**src/rtl/uart_pkg.sv**
```systemverilog
// Shared UART definitions: transmitter/receiver state encoding and default
// frame/baud constants.
package uart_pkg;

  typedef enum logic [1:0] {
    IDLE  = 2'd0,
    START = 2'd1,
    DATA  = 2'd2,
    STOP  = 2'd3
  } uart_state_e;

  localparam int unsigned UART_DBIT       = 8;
  localparam int unsigned UART_SB_TICK    = 16;
  localparam int unsigned UART_DIV        = 163;
  localparam int unsigned UART_OVERSAMPLE = 16;

endpackage

```
**src/rtl/uart_tx_fifo.sv**
```systemverilog
// Synchronous FIFO for the buffered UART transmitter.
//   i_clock  : clock, rising edge
//   i_reset  : synchronous active-low reset, flushes the FIFO
//   i_push   : write i_data (ignored when full)
//   i_pop    : drop head entry (ignored when empty)
//   o_data   : current head entry
//   o_full   : 2^AW entries held
//   o_empty  : no entries held
module uart_tx_fifo #(
  parameter int unsigned DW = 8,
  parameter int unsigned AW = 2
) (
  input  logic          i_clock,
  input  logic          i_reset,
  input  logic          i_push,
  input  logic [DW-1:0] i_data,
  input  logic          i_pop,
  output logic [DW-1:0] o_data,
  output logic          o_full,
  output logic          o_empty
);

  localparam int unsigned DEPTH      = 1 << AW;
  localparam logic [AW:0] FULL_COUNT = (AW+1)'(DEPTH);

  logic [DW-1:0] mem [DEPTH];
  logic [AW-1:0] wr_ptr;
  logic [AW-1:0] rd_ptr;
  logic [AW:0]   count;
  logic          do_push;
  logic          do_pop;

  assign o_full  = (count == FULL_COUNT);
  assign o_empty = (count == '0);
  assign do_push = i_push && !o_full;
  assign do_pop  = i_pop && !o_empty;
  assign o_data  = mem[rd_ptr];

  always_ff @(posedge i_clock) begin
    if (do_push) mem[wr_ptr] <= i_data;
  end

  always_ff @(posedge i_clock) begin
    if (!i_reset) begin
      wr_ptr <= '0;
      rd_ptr <= '0;
      count  <= '0;
    end else begin
      if (do_push) wr_ptr <= wr_ptr + AW'(1);
      if (do_pop)  rd_ptr <= rd_ptr + AW'(1);
      case ({do_push, do_pop})
        2'b10:   count <= count + (AW+1)'(1);
        2'b01:   count <= count - (AW+1)'(1);
        default: count <= count;
      endcase
    end
  end

endmodule

```
**src/rtl/uart_tx_buffered.sv**
```systemverilog
// Buffered 8N1 UART transmitter with 16x oversampled, frame-aligned ticks.
//   i_clock   : clock, rising edge
//   i_reset   : synchronous active-low reset
//   i_data    : byte to send
//   i_valid   : i_data valid; pushed when i_valid && o_ready
//   o_ready   : FIFO can accept (low while in reset)
//   o_tx      : serial line, idle high, registered
//   o_tx_done : one-cycle pulse on the last cycle of each stop bit on o_tx
//   o_busy    : FSM not in IDLE
module uart_tx_buffered
  import uart_pkg::*;
#(
  parameter int unsigned DBIT    = UART_DBIT,
  parameter int unsigned SB_TICK = UART_SB_TICK,
  parameter int unsigned DIV     = UART_DIV,
  parameter int unsigned FIFO_AW = 2
) (
  input  logic            i_clock,
  input  logic            i_reset,
  input  logic [DBIT-1:0] i_data,
  input  logic            i_valid,
  output logic            o_ready,
  output logic            o_tx,
  output logic            o_tx_done,
  output logic            o_busy
);

  localparam int unsigned S_MAX = (SB_TICK > UART_OVERSAMPLE) ? SB_TICK : UART_OVERSAMPLE;
  localparam int unsigned S_W   = $clog2(S_MAX);
  localparam int unsigned N_W   = (DBIT > 1) ? $clog2(DBIT) : 1;
  localparam int unsigned D_W   = $clog2(DIV);

  localparam logic [S_W-1:0] S_CELL_LAST = S_W'(UART_OVERSAMPLE - 1);
  localparam logic [S_W-1:0] S_STOP_LAST = S_W'(SB_TICK - 1);
  localparam logic [N_W-1:0] N_LAST      = N_W'(DBIT - 1);
  localparam logic [D_W-1:0] D_LAST      = D_W'(DIV - 1);

  uart_state_e     state_q, state_d;
  logic [D_W-1:0]  div_q;
  logic            tick;
  logic [S_W-1:0]  s_q, s_d;
  logic [N_W-1:0]  n_q, n_d;
  logic [DBIT-1:0] b_q, b_d;
  logic            tx_d;
  logic            done_d;
  logic            push;
  logic            pop;
  logic            fifo_full;
  logic            fifo_empty;
  logic [DBIT-1:0] fifo_data;

  assign o_ready = i_reset && !fifo_full;
  assign push    = i_valid && o_ready;
  assign o_busy  = (state_q != IDLE);
  assign tick    = (state_q != IDLE) && (div_q == D_LAST);

  uart_tx_fifo #(
    .DW(DBIT),
    .AW(FIFO_AW)
  ) u_fifo (
    .i_clock (i_clock),
    .i_reset (i_reset),
    .i_push  (push),
    .i_data  (i_data),
    .i_pop   (pop),
    .o_data  (fifo_data),
    .o_full  (fifo_full),
    .o_empty (fifo_empty)
  );

  // Divider is parked at 0 in IDLE, so every frame starts on a fresh tick period.
  always_ff @(posedge i_clock) begin
    if (!i_reset) begin
      state_q   <= IDLE;
      div_q     <= '0;
      s_q       <= '0;
      n_q       <= '0;
      b_q       <= '0;
      o_tx      <= 1'b1;
      o_tx_done <= 1'b0;
    end else begin
      state_q   <= state_d;
      s_q       <= s_d;
      n_q       <= n_d;
      b_q       <= b_d;
      o_tx      <= tx_d;
      o_tx_done <= done_d;
      if (state_q == IDLE || div_q == D_LAST) div_q <= '0;
      else                                    div_q <= div_q + D_W'(1);
    end
  end

  // Line level and done pulse are computed from the current state and
  // registered, so o_tx_done lines up with the last stop cycle on o_tx.
  always_comb begin
    state_d = state_q;
    s_d     = s_q;
    n_d     = n_q;
    b_d     = b_q;
    pop     = 1'b0;
    tx_d    = 1'b1;
    done_d  = 1'b0;
    case (state_q)
      IDLE: begin
        if (!fifo_empty) begin
          pop     = 1'b1;
          b_d     = fifo_data;
          s_d     = '0;
          n_d     = '0;
          state_d = START;
        end
      end
      START: begin
        tx_d = 1'b0;
        if (tick) begin
          if (s_q == S_CELL_LAST) begin
            s_d     = '0;
            state_d = DATA;
          end else begin
            s_d = s_q + S_W'(1);
          end
        end
      end
      DATA: begin
        tx_d = b_q[0];
        if (tick) begin
          if (s_q == S_CELL_LAST) begin
            s_d = '0;
            b_d = b_q >> 1;
            if (n_q == N_LAST) state_d = STOP;
            else               n_d     = n_q + N_W'(1);
          end else begin
            s_d = s_q + S_W'(1);
          end
        end
      end
      STOP: begin
        if (tick) begin
          if (s_q == S_STOP_LAST) begin
            done_d  = 1'b1;
            state_d = IDLE;
          end else begin
            s_d = s_q + S_W'(1);
          end
        end
      end
      default: state_d = IDLE;
    endcase
  end

endmodule

```
**config.mk**
```make
export PLATFORM = sky130hd
export DESIGN_NAME = uart_tx_buffered
export DESIGN_NICKNAME = d
export VERILOG_FILES = /design/src/rtl/uart_pkg.sv /design/src/rtl/uart_tx_fifo.sv /design/src/rtl/uart_tx_buffered.sv
export SDC_FILE = /design/constraint.sdc
export NUM_CORES = 1
export LEC_CHECK = 0
export CAP_MARGIN = 20
export CORE_MARGIN = 4
export CORE_UTILIZATION = 59
export CTS_CLUSTER_SIZE = 25
export DETAILED_ROUTE_END_ITERATION = 7
export GPL_TIMING_DRIVEN = 0
export PLACE_DENSITY = 0.78
export RECOVER_POWER = 100
export SYNTH_ARGS = -nofsm -noshare
export SYNTH_HDL_FRONTEND = slang
export SYNTH_HIERARCHICAL = 1
export SYNTH_SLANG_ARGS = --single-unit
```
**constraint.sdc**
```tcl
create_clock -name i_clock -period 3.2 [get_ports i_clock]
set_input_delay 0.64 -clock i_clock [delete_from_list [all_inputs] [get_ports i_clock]]
set_output_delay 0.64 -clock i_clock [all_outputs]
set_load 0.05 [all_outputs]
```
==> qor.csv <==
metric,value,unit
cp.required,2.56,ns
drt_pre_antenna_iters,4,
hold_path_class,reg -> reg,
p_leak,0.001237,µW
worst-slew-pin-transition,0.9804,ns
layout_commonest_cell,dfxtp_1,
gp_congestion,0.8315,
end_kind,primary output,
numClockSinks,68,
synth_area_leaders,"edfxtp_1, dfxtp_1, ha_1",
post-route-min-period,3.035,ns
cp_num_buf_inv,3,
diodes,0,
placedInstanceArea,3373,µm²
start_kind,input pin,
dp_hpwl,3797,µm
antenna_found_initial,0,
fmax,329.5,MHz
finalHoldViolations,0,
vias_per_cell,5.625,
final_area,3522,µm²
final.setup_skew,0.005892,ns
vias,1980,
ant_nets,0,
grt_max_degree,15,
wirelength,5606,µm
dp.cells,336,
drv_cap,0,
htree_levels,3,
post-route-drc-count,0,
die_y,81.02,µm
synth_top_area_frac,0.3055,
path_cells,clkdlybuf4s50_1 > inv_1 > nor2_1 > clkdlybuf4s50_1,
initial_core_util,0.6120,
clk_pin_slew,0.08,ns
status,"complete, no violations",
grtUsageTotal,0.1913,
max_slew_margin,0.3375,
syn_area,3146,µm²
crit_slowest_cell,clkdlybuf4s50_1,
cts_tree,built,
crit_top_cell,clkdlybuf4s50_1,
path_max_fanout,5,
grt_pass1_wl,9190,µm
min_period_over_period,0.9484,
synth_edf_count,32,
syn-num-nets,279,
synth_cell_types,49,
grt_pass1_vias,1911,
num_rows,26,
wl_per_cell,15.93,µm
clock-root-buffer,clkbuf_8,
overflow,0,
fp.dieW,81.02,µm
insertion_delay,0.34,ns
pwr_density_cell,716.0,nW/µm²
critPathKind,in -> out,
io-pin-count,15,
avgSynthCellArea,12.48,µm²
rsz0062_at_grt,no,
cts_buffers,9,
synth_top_cell_by_area,edfxtp_1,
drtIter0Drc,105,
ys_ff_latch,68,
area_delta_synth_final,11.97,%
cts_setup_buffers,0,
finalSetupTns,0,ns
peakVddDrop,0.0004056,V
most-common-layout-cells,"dfxtp_1, edfxtp_1, nor2_1, ha_1",
worstPathArrival,2.39,ns
ctsResizeCount,0,
finalNonFillerCells,352,
cp_slowest_stage_delay,0.82,ns
path_delay_family,buffers and inverters,
portBuffers,14,
slew_violations,0,
finalSetupViolations,0,
synth_seq_area_share,0.5346,
ys.flop_type,dfxtp_1,
fillerInstances,399,
synth_warnings,6,
hold_buffers,0,
nNetsFinal,304,
drive_above_1_share,0.1312,
dieArea,6563,µm²
clock_path_buffers,2,
finalCoreUtilization,0.6852,
core,5140,µm²
p_total,2522,µW
netlist_instances,252,
synthArstFlopShare,0,
==> where the power goes <==
part / switching [µW] / internal, µW / leakage, µW
registers: 53.3 / 992 / 0.000583
logic: 438 / 314 / 0.000552
clock network: 351 / 373 / 0.000102
==> path summary, 6_finish.rpt <==
| kind | slack (ns) | cells after the start | endpoint | from |
|---|---|---|---|---|
| setup reg to reg | 0.52 | 8 | b_q[5]$_SDFFE_PN0P_ | div_q[0]$_SDFF_PP0_ |
| setup / recovery | 0.17 | 4 | o_ready | i_reset |
| hold reg to reg | 0.48 | 2 | s_q[1]$_SDFFE_PN0P_ | s_q[1]$_SDFFE_PN0P_ |
| hold / removal | 0.48 | 2 | s_q[1]$_SDFFE_PN0P_ | s_q[1]$_SDFFE_PN0P_ |
==> layout make-up <==
| cell class | instances | area [µm²] | area share |
|---|---|---|---|
| clock buffers | 9 | 123.9 | 0.03517 |
| flip-flops and latches | 68 | 1682 | 0.4774 |
| repair buffers | 14 | 140.1 | 0.03979 |
| inverters | 14 | 52.55 | 0.01492 |
| well taps | 70 | 87.58 | 0.02487 |
| plain buffers | 9 | 51.30 | 0.01456 |
| multi-input cells | 161 | 1301 | 0.3694 |
| clock inverters | 7 | 83.83 | 0.02380 |
==> worst reg2reg max path: cells and delay by family, from the launching register on <==
family                     cells  cell delay (ns)
and+or+nand+nor                3             1.24
buffers and inverters          3             0.69
adders and majority gates      1             0.13
DFF                            1             0.36
AOI/OAI and AO/OA              1             0.13
==> registers in the layout, indices dropped and copies added, names as in the netlist, 3 cells and up, named ones only <==
| name | flops |
|---|---|
| u_fifo/mem | 32 |
| div_q | 8 |
| b_q | 8 |
| s_q | 4 |
| n_q | 3 |
| u_fifo/count | 3 |
==> kinds of logic after synthesis <==
kind of cell    share of synthesized area
buf+inv                           0.03818
compound gates                    0.07518
flops                              0.5346
simple gates                       0.1583
xor+xnor                          0.02228
mux                                0.1054
fa+ha+maj                         0.06603
==> layer usage <==
| layer | GRT usage | vias to the layer above | part of all wire |
|---|---|---|---|
| met4 | 0.06588 | 0 | 0.011 |
| li1 | - | 966 | - |
| met3 | 0.05654 | 6 | 0.039 |
| met2 | 0.3153 | 38 | 0.51 |
| met5 | 0 | - | 0 |
| met1 | 0.2404 | 970 | 0.44 |
==> Yosys cell counts (all sizes together) (2+ instances only) <==
| library cell | n |
|---|---|
| buf | 5 |
| and3 | 6 |
| and2 | 9 |
| nand3 | 14 |
| nor2b | 3 |
| nor3b | 2 |
| nor2 | 15 |
| xnor2 | 2 |
| and4 | 2 |
| dfxtp | 36 |
| inv | 14 |
| nor3 | 10 |
| a21oi | 5 |
| nand2 | 12 |
| o21ai | 10 |
| or3 | 2 |
| xor2 | 6 |
| a211oi | 9 |
| ha | 15 |
| mux4 | 8 |
| or2 | 3 |
| edfxtp | 32 |
| mux2i | 14 |
| clkbuf | 3 |
| a21boi | 2 |
==> stage by stage <==
step,worst slack (ns),hold slack (ns)
3_3_place_gp,-0.03230,0.4579
4_1_cts,0.1721,0.4872
5_1_grt,0.08125,0.5227
3_5_place_dp,-0.07551,0.4725
2_1_floorplan,0.3042,0.4461
6_report,0.1652,0.4808
Power figures use the tool's default switching activity.
